<file path="config.mk">
export PLATFORM = sky130hd
export DESIGN_NAME = vc_buffer_bank5
export DESIGN_NICKNAME = d
export VERILOG_FILES = /design/src/rtl/vc_buffer_bank5.sv
export SDC_FILE = /design/constraint.sdc
export NUM_CORES = 1
export LEC_CHECK = 0
export BUFFER_PORTS_ARGS = -buffer_cell sky130_fd_sc_hd__buf_4
export CORE_AREA = 2 2 386 388
export CTS_CLUSTER_DIAMETER = 30
export DETAILED_ROUTE_END_ITERATION = 7
export DIE_AREA = 0 0 388 390
export PLACE_DENSITY = 0.73
export SETUP_SLACK_MARGIN = 0.5
export SYNTH_ARGS = -nofsm -noshare
export SYNTH_HDL_FRONTEND = slang
export SYNTH_SLANG_ARGS = --single-unit
</file>
<file path="constraint.sdc">
create_clock -name clk -period 3.1 [get_ports clk]
set_input_delay 0.31 -clock clk [delete_from_list [all_inputs] [get_ports clk]]
set_output_delay 0.31 -clock clk [all_outputs]
set_load 0.005 [all_outputs]
</file>
<file path="src/rtl/vc_buffer_bank5.sv">
// Five-VC input buffer bank: per-VC circular FIFOs presenting head timestamps to an oldest-first arbiter.
// Optional VC_CREDIT_EN adds a registered credit-return pulse aligned with deq_valid_out.

`ifndef TIME_WIDTH
`define TIME_WIDTH 16
`endif
`ifndef VC_INDEX_WIDTH
`define VC_INDEX_WIDTH 3
`endif

module vc_buffer_bank5 #(
    parameter int unsigned DATA_WIDTH = 64,
    parameter int unsigned DEPTH      = 4
) (
    input  logic                        clk,
    input  logic                        rst_n,
    input  logic                        enq_valid_in,
    input  logic [`VC_INDEX_WIDTH-1:0]  enq_vc_in,
    input  logic [DATA_WIDTH-1:0]       enq_data_in,
    input  logic [`TIME_WIDTH-1:0]      enq_time_in,
    input  logic                        deq_en_in,
    input  logic [`VC_INDEX_WIDTH-1:0]  deq_vc_in,
    output logic [`TIME_WIDTH-1:0]      time_out_0,
    output logic [`TIME_WIDTH-1:0]      time_out_1,
    output logic [`TIME_WIDTH-1:0]      time_out_2,
    output logic [`TIME_WIDTH-1:0]      time_out_3,
    output logic [`TIME_WIDTH-1:0]      time_out_4,
    output logic [4:0]                  head_valid_out,
    output logic                        deq_valid_out,
    output logic [DATA_WIDTH-1:0]       deq_data_out,
    output logic [`TIME_WIDTH-1:0]      deq_time_out,
    output logic                        err_overflow_out,
    output logic                        err_underflow_out
`ifdef VC_CREDIT_EN
    ,
    output logic                        credit_valid_out,
    output logic [`VC_INDEX_WIDTH-1:0]  credit_vc_out
`endif
);

    localparam int unsigned NUM_VC = 5;
    localparam int unsigned PTR_W  = $clog2(DEPTH);
    localparam int unsigned CNT_W  = PTR_W + 1;
    localparam int unsigned TIME_W = `TIME_WIDTH;
    localparam int unsigned VC_W   = `VC_INDEX_WIDTH;

    logic [PTR_W-1:0]      rd_ptr_q [NUM_VC];
    logic [PTR_W-1:0]      rd_ptr_d [NUM_VC];
    logic [PTR_W-1:0]      wr_ptr_q [NUM_VC];
    logic [PTR_W-1:0]      wr_ptr_d [NUM_VC];
    logic [CNT_W-1:0]      cnt_q    [NUM_VC];
    logic [CNT_W-1:0]      cnt_d    [NUM_VC];
    logic [DATA_WIDTH-1:0] data_mem_q [NUM_VC][DEPTH];
    logic [TIME_W-1:0]     time_mem_q [NUM_VC][DEPTH];

    logic [NUM_VC-1:0]     wr_en_c;
    logic [NUM_VC-1:0]     rd_en_c;
    logic [NUM_VC-1:0]     full_c;
    logic [TIME_W-1:0]     head_time_c [NUM_VC];

    logic                  deq_valid_q, deq_valid_d;
    logic [DATA_WIDTH-1:0] deq_data_q,  deq_data_d;
    logic [TIME_W-1:0]     deq_time_q,  deq_time_d;
    logic                  err_ovf_q,   err_ovf_d;
    logic                  err_udf_q,   err_udf_d;
    logic [VC_W-1:0]       deq_vc_d;

    // Per-VC accept decisions; a full VC may accept only when it is also dequeued this cycle.
    always_comb begin
        wr_en_c     = '0;
        rd_en_c     = '0;
        full_c      = '0;
        deq_valid_d = 1'b0;
        deq_data_d  = deq_data_q;
        deq_time_d  = deq_time_q;
        deq_vc_d    = '0;
        err_ovf_d   = err_ovf_q;
        err_udf_d   = err_udf_q;
        for (int unsigned v = 0; v < NUM_VC; v++) begin
            rd_ptr_d[v] = rd_ptr_q[v];
            wr_ptr_d[v] = wr_ptr_q[v];
            cnt_d[v]    = cnt_q[v];
            full_c[v]   = (cnt_q[v] == CNT_W'(DEPTH));
            rd_en_c[v]  = deq_en_in && (deq_vc_in == VC_W'(v)) && (cnt_q[v] != '0);
            wr_en_c[v]  = enq_valid_in && (enq_vc_in == VC_W'(v)) && (!full_c[v] || rd_en_c[v]);
            if (rd_en_c[v]) begin
                rd_ptr_d[v] = rd_ptr_q[v] + PTR_W'(1);
                deq_valid_d = 1'b1;
                deq_data_d  = data_mem_q[v][rd_ptr_q[v]];
                deq_time_d  = time_mem_q[v][rd_ptr_q[v]];
                deq_vc_d    = VC_W'(v);
            end
            if (wr_en_c[v]) begin
                wr_ptr_d[v] = wr_ptr_q[v] + PTR_W'(1);
            end
            case ({wr_en_c[v], rd_en_c[v]})
                2'b10:   cnt_d[v] = cnt_q[v] + CNT_W'(1);
                2'b01:   cnt_d[v] = cnt_q[v] - CNT_W'(1);
                default: cnt_d[v] = cnt_q[v];
            endcase
        end
        // Dropped writes cover both full VCs and out-of-range VC indices.
        if (enq_valid_in && (wr_en_c == '0)) begin
            err_ovf_d = 1'b1;
        end
        if (deq_en_in && !deq_valid_d) begin
            err_udf_d = 1'b1;
        end
    end

    always_ff @(posedge clk or negedge rst_n) begin
        if (!rst_n) begin
            for (int unsigned v = 0; v < NUM_VC; v++) begin
                rd_ptr_q[v] <= '0;
                wr_ptr_q[v] <= '0;
                cnt_q[v]    <= '0;
            end
            deq_valid_q <= 1'b0;
            deq_data_q  <= '0;
            deq_time_q  <= '0;
            err_ovf_q   <= 1'b0;
            err_udf_q   <= 1'b0;
        end else begin
            for (int unsigned v = 0; v < NUM_VC; v++) begin
                rd_ptr_q[v] <= rd_ptr_d[v];
                wr_ptr_q[v] <= wr_ptr_d[v];
                cnt_q[v]    <= cnt_d[v];
            end
            deq_valid_q <= deq_valid_d;
            deq_data_q  <= deq_data_d;
            deq_time_q  <= deq_time_d;
            err_ovf_q   <= err_ovf_d;
            err_udf_q   <= err_udf_d;
        end
    end

    // Payload storage needs no reset; validity is tracked by the counts.
    always_ff @(posedge clk) begin
        for (int unsigned v = 0; v < NUM_VC; v++) begin
            if (wr_en_c[v]) begin
                data_mem_q[v][wr_ptr_q[v]] <= enq_data_in;
                time_mem_q[v][wr_ptr_q[v]] <= enq_time_in;
            end
        end
    end

    always_comb begin
        for (int unsigned v = 0; v < NUM_VC; v++) begin
            head_time_c[v] = (cnt_q[v] != '0) ? time_mem_q[v][rd_ptr_q[v]] : '1;
            head_valid_out[v] = (cnt_q[v] != '0);
        end
    end

    assign time_out_0        = head_time_c[0];
    assign time_out_1        = head_time_c[1];
    assign time_out_2        = head_time_c[2];
    assign time_out_3        = head_time_c[3];
    assign time_out_4        = head_time_c[4];
    assign deq_valid_out     = deq_valid_q;
    assign deq_data_out      = deq_data_q;
    assign deq_time_out      = deq_time_q;
    assign err_overflow_out  = err_ovf_q;
    assign err_underflow_out = err_udf_q;

`ifdef VC_CREDIT_EN
    logic            credit_valid_q;
    logic [VC_W-1:0] credit_vc_q;

    always_ff @(posedge clk or negedge rst_n) begin
        if (!rst_n) begin
            credit_valid_q <= 1'b0;
            credit_vc_q    <= '0;
        end else begin
            credit_valid_q <= deq_valid_d;
            credit_vc_q    <= deq_valid_d ? deq_vc_d : credit_vc_q;
        end
    end

    assign credit_valid_out = credit_valid_q;
    assign credit_vc_out    = credit_vc_q;
`else
    logic unused_deq_vc;
    assign unused_deq_vc = ^deq_vc_d;
`endif

endmodule

</file>
### Word-level counts from Yosys, hierarchy flattened

Memory sizes are Yosys's and may differ from the RTL's.
Index checks and enable logic that the tools add are counted.

* output and inout bits: 168
* bits of input ports: 90
* register bits after elaboration: 118
* memories: 2
* memory bits (writable): 1600

* reduce and logical (&&, ||, !) cells: 60
* multiplexer cells: 114
* order comparisons: 15
* bitwise gates (word level): 10
* add/subtract/negate cells: 20
* equal/unequal tests: 23

Memory list
* data_mem_q: words 5, width 256, rd ports 5, clocked after Yosys merged registers in 0, write ports 1, RTL line 53 `logic [DATA_WIDTH-1:0] data_mem_q [NUM_VC][DEPTH];`
* time_mem_q: words 5, width 64, rd ports 5, clocked after Yosys merged registers in 0, write ports 1, RTL line 54 `logic [TIME_W-1:0] time_mem_q [NUM_VC][DEPTH];`

Operators by type and width (count)
* two-way mux 256 bit: 13
* two-way mux 64 bit: 33
* OR reduction 256 bit: 4
* binary-select mux 64 bit (select 2 bit): 5
* demux 64 bit (select 2 bit): 5
* two-way mux 16 bit: 25
* OR reduction 64 bit: 4
* binary-select mux 16 bit (select 2 bit): 5
* demux 16 bit (select 2 bit): 5
* greater-or-equal comparator 3 bit, second input constant: 10
* NOT 2 -> 3 bit: 10
* one-hot mux 3 bit (2 select lines): 5
* logical AND 1 bit: 27
* two-way mux 3 bit: 8
* == test 3 bit, second input constant: 7
* adder 2 x 1 -> 2 bit, second input constant: 10
* adder 3 x 1 -> 3 bit, second input constant: 5
* < comparator 3 x 1 -> 1 bit, second input constant: 5
* nonzero test 3 bit: 5
* subtractor 3 x 1 -> 3 bit, second input constant: 5
* == test 3 x 2 -> 1 bit, second input constant: 4
* == test 2 x 1 -> 1 bit, second input constant: 5
* == test 2 bit, second input constant: 5
* two-way mux 1 bit: 10
* 7 further kinds: 22

### Depth between registers and ports, before layout

* depth after elaboration: 12
* gate-level depth with buffers: 11

### Least setup slack after synthesis

OpenSTA, ideal clock, no wires.

* path kind: input -> register
* start: in enq_vc_in[1]
* end: mem data_mem_q[0][0] (netlist bit) (enable)
* buffers on the path: 0
* stages on the path: 3
* setup time: 0.447 ns
* slack: -0.653 ns
* arrival time: 3.306 ns
* cell sequence: or4b_2 > a41oi_2 > and2_1

* cells in the longest elaborated chain, start to end: 10
* elaborated cells on any way between the ends: 37
* classes of those cells: eq/ne (4); mux (18); reduce/logical (15)

RTL lines
* start, declared: RTL line 18 `` input logic [`VC_INDEX_WIDTH-1:0] enq_vc_in, ``
* == test 3 x 1 -> 1 bit: RTL line 85 `wr_en_c[v] = enq_valid_in && (enq_vc_in == VC_W'(v)) && (!full_c[v] || rd_en_c[v]);`
* logical AND 1 bit (2 in a row): RTL line 85
* two-way mux 1 bit: RTL line 140 `if (wr_en_c[v]) begin`
* two-way mux 256 bit (not written as such): RTL line 141 `data_mem_q[v][wr_ptr_q[v]] <= enq_data_in;`
* OR reduction 256 bit (no source line)
* two-way mux 3 bit (no source line) / two-way mux 256 bit (equally long branches) (4 in a row)
* end, declared: RTL line 53

Several ways; a longest one is shown, not always the timed one.

### Final worst setup path

* start: reg rd_ptr_q[4] (netlist bit)
* end: out time_out_2[4]

* cells in the longest elaborated chain, start to end: 5

RTL lines
* start, declared: RTL line 47 `logic [PTR_W-1:0] rd_ptr_q [NUM_VC];`
* start signal, assigned by index: RTL line 125 `rd_ptr_q[v] <= rd_ptr_d[v];`
* NOT 2 -> 3 bit (not written as such): RTL line 149 `head_time_c[v] = (cnt_q[v] != '0) ? time_mem_q[v][rd_ptr_q[v]] : '1;`
* binary-select mux 16 bit (select 2 bit): RTL line 149
* two-way mux 16 bit (not written as such) (2 in a row): RTL line 149
* two-way mux 16 bit: RTL line 149
* end, declared: RTL line 25 `` output logic [`TIME_WIDTH-1:0] time_out_2, ``

Every way passes these cells. The select of a mux whose other input is x is not followed.

==> results.py <==
metrics = {
    "outcome": {
        "outcome": "complete, no violations",
    },
    "global_routing": {
        "grt_first_pass_wirelength_um": 269000,
        "antenna_found_initial": 9,
        "grt_use_total": 0.248,
        "grt_pass1_vias": 37700,
        "grt_remaining_overflow": 0,
        "grt_max_degree": 66,
    },
    "power": {
        "p_leak_nw": 28.5,
        "vdd_drop_max_v": 0.000675,
        "power.total_mw": 81.4,
        "p_per_area_mw_per_mm2": 969,
    },
    "yosys": {
        "synth_top_family_by_area": "multiplexers",
        "yosysUniqueCellTypes": 59,
        "yosys.area_share.simple": 0.0192,
        "netlist_area_sq_mm": 0.0658,
        "synth_flop_cell": "edfxtp_1",
        "muxShareOfSynthArea": 0.138,
        "synth_top_cells_by_area": "edfxtp_1 73%, mux4_2 14%, dfrtp_1 4.5%",
        "avgSynthCellArea_sq_um": 22.1,
        "syn_nets": 3092,
        "yosys_warnings": 0,
        "synth_seq_cells": 1718,
        "synthCells": 2976,
        "synthXorXnorAreaFrac": 0.00346,
        "synth_edf_count": 1600,
        "synth_fa_ha_area_frac": 0.00551,
        "synth_top_cell_area_share": 0.730,
        "synth-compound-area-share": 0.0409,
        "ys_seq_area_frac": 0.774,
        "async_flop_share": 0.0687,
        "yosys.area.top_type": "edfxtp_1",
    },
    "route": {
        "dr.pass1.iters": 6,
        "wl_per_cell_um": 32.1,
        "via_per_inst": 6.16,
        "drc_errors": 0,
        "vias": 36100,
        "drt_iter0_markers": 4807,
        "drtAntennaViolNets": 0,
        "wl_um": 188000,
    },
    "timing": {
        "final.setup_skew_ns": 0.0600,
        "whs_ns": 0.0169,
        "rsz0062_at_grt": "true",
        "maxSlewHeadroom": 0.417,
        "finalHoldViolations": 0,
        "layout_setup_ws_ns": 0.230,
        "tightest_slew_ns": 0.875,
        "period_needed_ns": 2.87,
        "fmax_mhz": 348,
        "period_share": 0.926,
        "setup_tns_ns": 0,
        "slew_violations": 0,
        "finalSetupViolations": 0,
    },
    "floorplan": {
        "boundaryPins": 258,
        "die_height_um": 390,
        "coreArea_sq_mm": 0.147,
        "fp.dieW_um": 388,
        "rows": 141,
        "start_util": 0.448,
        "dieArea_sq_mm": 0.151,
    },
    "cells_and_area": {
        "nNetsFinal": 3799,
        "syn_to_final_growth_pct": 27.6,
        "layout-drive-gt1-share": 0.396,
        "final_cells": 5857,
    },
    "placement": {
        "place_congestion": 0.807,
        "dpl.cell_count": 5140,
        "dpl.hpwl_um": 101000,
        "port-buffer-count": 257,
        "pre_cts_ws_ns": 0.281,
    },
    "worst_hold_path": {
        "hold_path_class": "input port to asynchronous set/reset pin",
    },
    "worst_setup_path": {
        "crit_required_ns": 2.79,
        "cp-end-kind": "output pin",
        "cp-start-kind": "register",
        "path_class": "register to output pin",
        "cp.arrival_ns": 2.56,
        "path_max_fanout": 5,
    },
    "run": {
        "cap_violations": 0,
    },
    "clocking": {
        "path_clk_slew_ns": 0.05,
        "cts.sink_count": 1718,
        "root_buffer": "clkbuf_16",
        "cts_buffers": 312,
        "cts-htree-levels": 5,
        "clk_path_buf_depth": 4,
        "insertion_delay_ns": 0.90,
        "cts_tree": "built",
    },
}
logic make-up after synthesis:
kind of cell    Yosys count
compound gates          327
buf+inv                 272
mux                     408
simple gates            199
xor+xnor                 26
fa+ha+maj                26
flops                  1718
routing by layer:
metal | GRT usage | part of all wire
met2 | 0.406 | 0.50
met1 | 0.320 | 0.36
met4 | 0.0940 | 0.035
met3 | 0.0629 | 0.11
met5 | 0 | 0.00023
power by group:
group / switching (mW) / internal [mW] / total [mW] / leakage, nW
sequential: 1.34 / 26.8 / 28.2 / 15.8
combinational: 9.46 / 9.80 / 19.3 / 7.61
clock: 11.7 / 22.3 / 34.0 / 5.09
flip-flops by register name, summed over array words and instances (netlist names):
name / count
data_mem_q: 1280
time_mem_q: 320
deq_data_out: 64
deq_time_out: 16
cnt_q: 15
rd_ptr_q: 10
wr_ptr_q: 10
deq_valid_out: 1
err_overflow_out: 1
err_underflow_out: 1
critical path, stage by stage, from the launching register on:
cell,delay [ns]
dfrtp_4,0.50
buf_12,0.15
buf_16,0.15
mux4_2,0.48
or2_4,0.25
buf_4,0.13
metrics by stage:
step	area, sq um	utilization
after floorplan	65900	-
after detailed placement	71500	0.486
after global routing	84000	0.571
after CTS	83700	0.569
final	84000	0.571
after global placement	71500	0.486
layout make-up:
type | instances | area, sq um
clock buffer | 352 | 8160
multi-input combinational | 986 | 13900
sequential | 1718 | 51000
clock inverter | 201 | 2360
tap | 1930 | 2410
fill | 10100 | 63100
antenna | 5 | 12.5
timing repair buffer | 554 | 5690
inverter | 111 | 419
path summary, 6_finish.rpt:
check                      slack (ns)  cells past startpoint           endpoint              start
setup / recovery                 0.23                      5      time_out_2[4]        rd_ptr_q[4]
hold / removal                   0.02                      2    deq_time_out[7]              rst_n
setup reg to reg                 0.53                      7   deq_data_out[10]        rd_ptr_q[0]
hold reg to reg                  0.46                      1  err_underflow_out  err_underflow_out
max in group asynchronous        2.25                      3    deq_data_out[1]              rst_n
min in group clk                 0.29                      3  err_underflow_out          deq_en_in
Yosys cell counts, types with 19 or more instances:
cell,number
buf_2,37
ha_1,21
o221ai_2,50
dfrtp_1,118
or2_2,80
xnor2_1,23
or3_1,32
clkbuf_1,78
mux4_2,400
nand2_1,19
inv_1,107
buf_1,19
nor2_1,23
a22oi_1,80
edfxtp_1,1600
o22ai_1,65
a21oi_1,65
layout by cell type (no fill, tap or decap), drive strengths merged, types with 30 or more instances in the layout:
master,synthesis,routed
mux4,400,400
a22oi,81,81
edfxtp,1600,1600
o221ai,64,64
clkinvlp,0,30
clkinv,0,94
dfrtp,118,118
dlygate4sd3,0,91
o22ai,66,66
a21oi,65,65
buf,81,457
bufinv,0,39
clkbuf,80,355
or3,32,32
inv,111,149
or2,80,80
timing repair:
item	4_1_cts	5_1_grt
pin swaps	1	4
setup endpoints to repair	80	84
resized for setup	68	36
hold buffers	91	0
buffers inserted	47	14
gates cloned	4	3
endpoints found under the hold margin	1699	0
No activity file was read; power rests on OpenSTA's default activity.
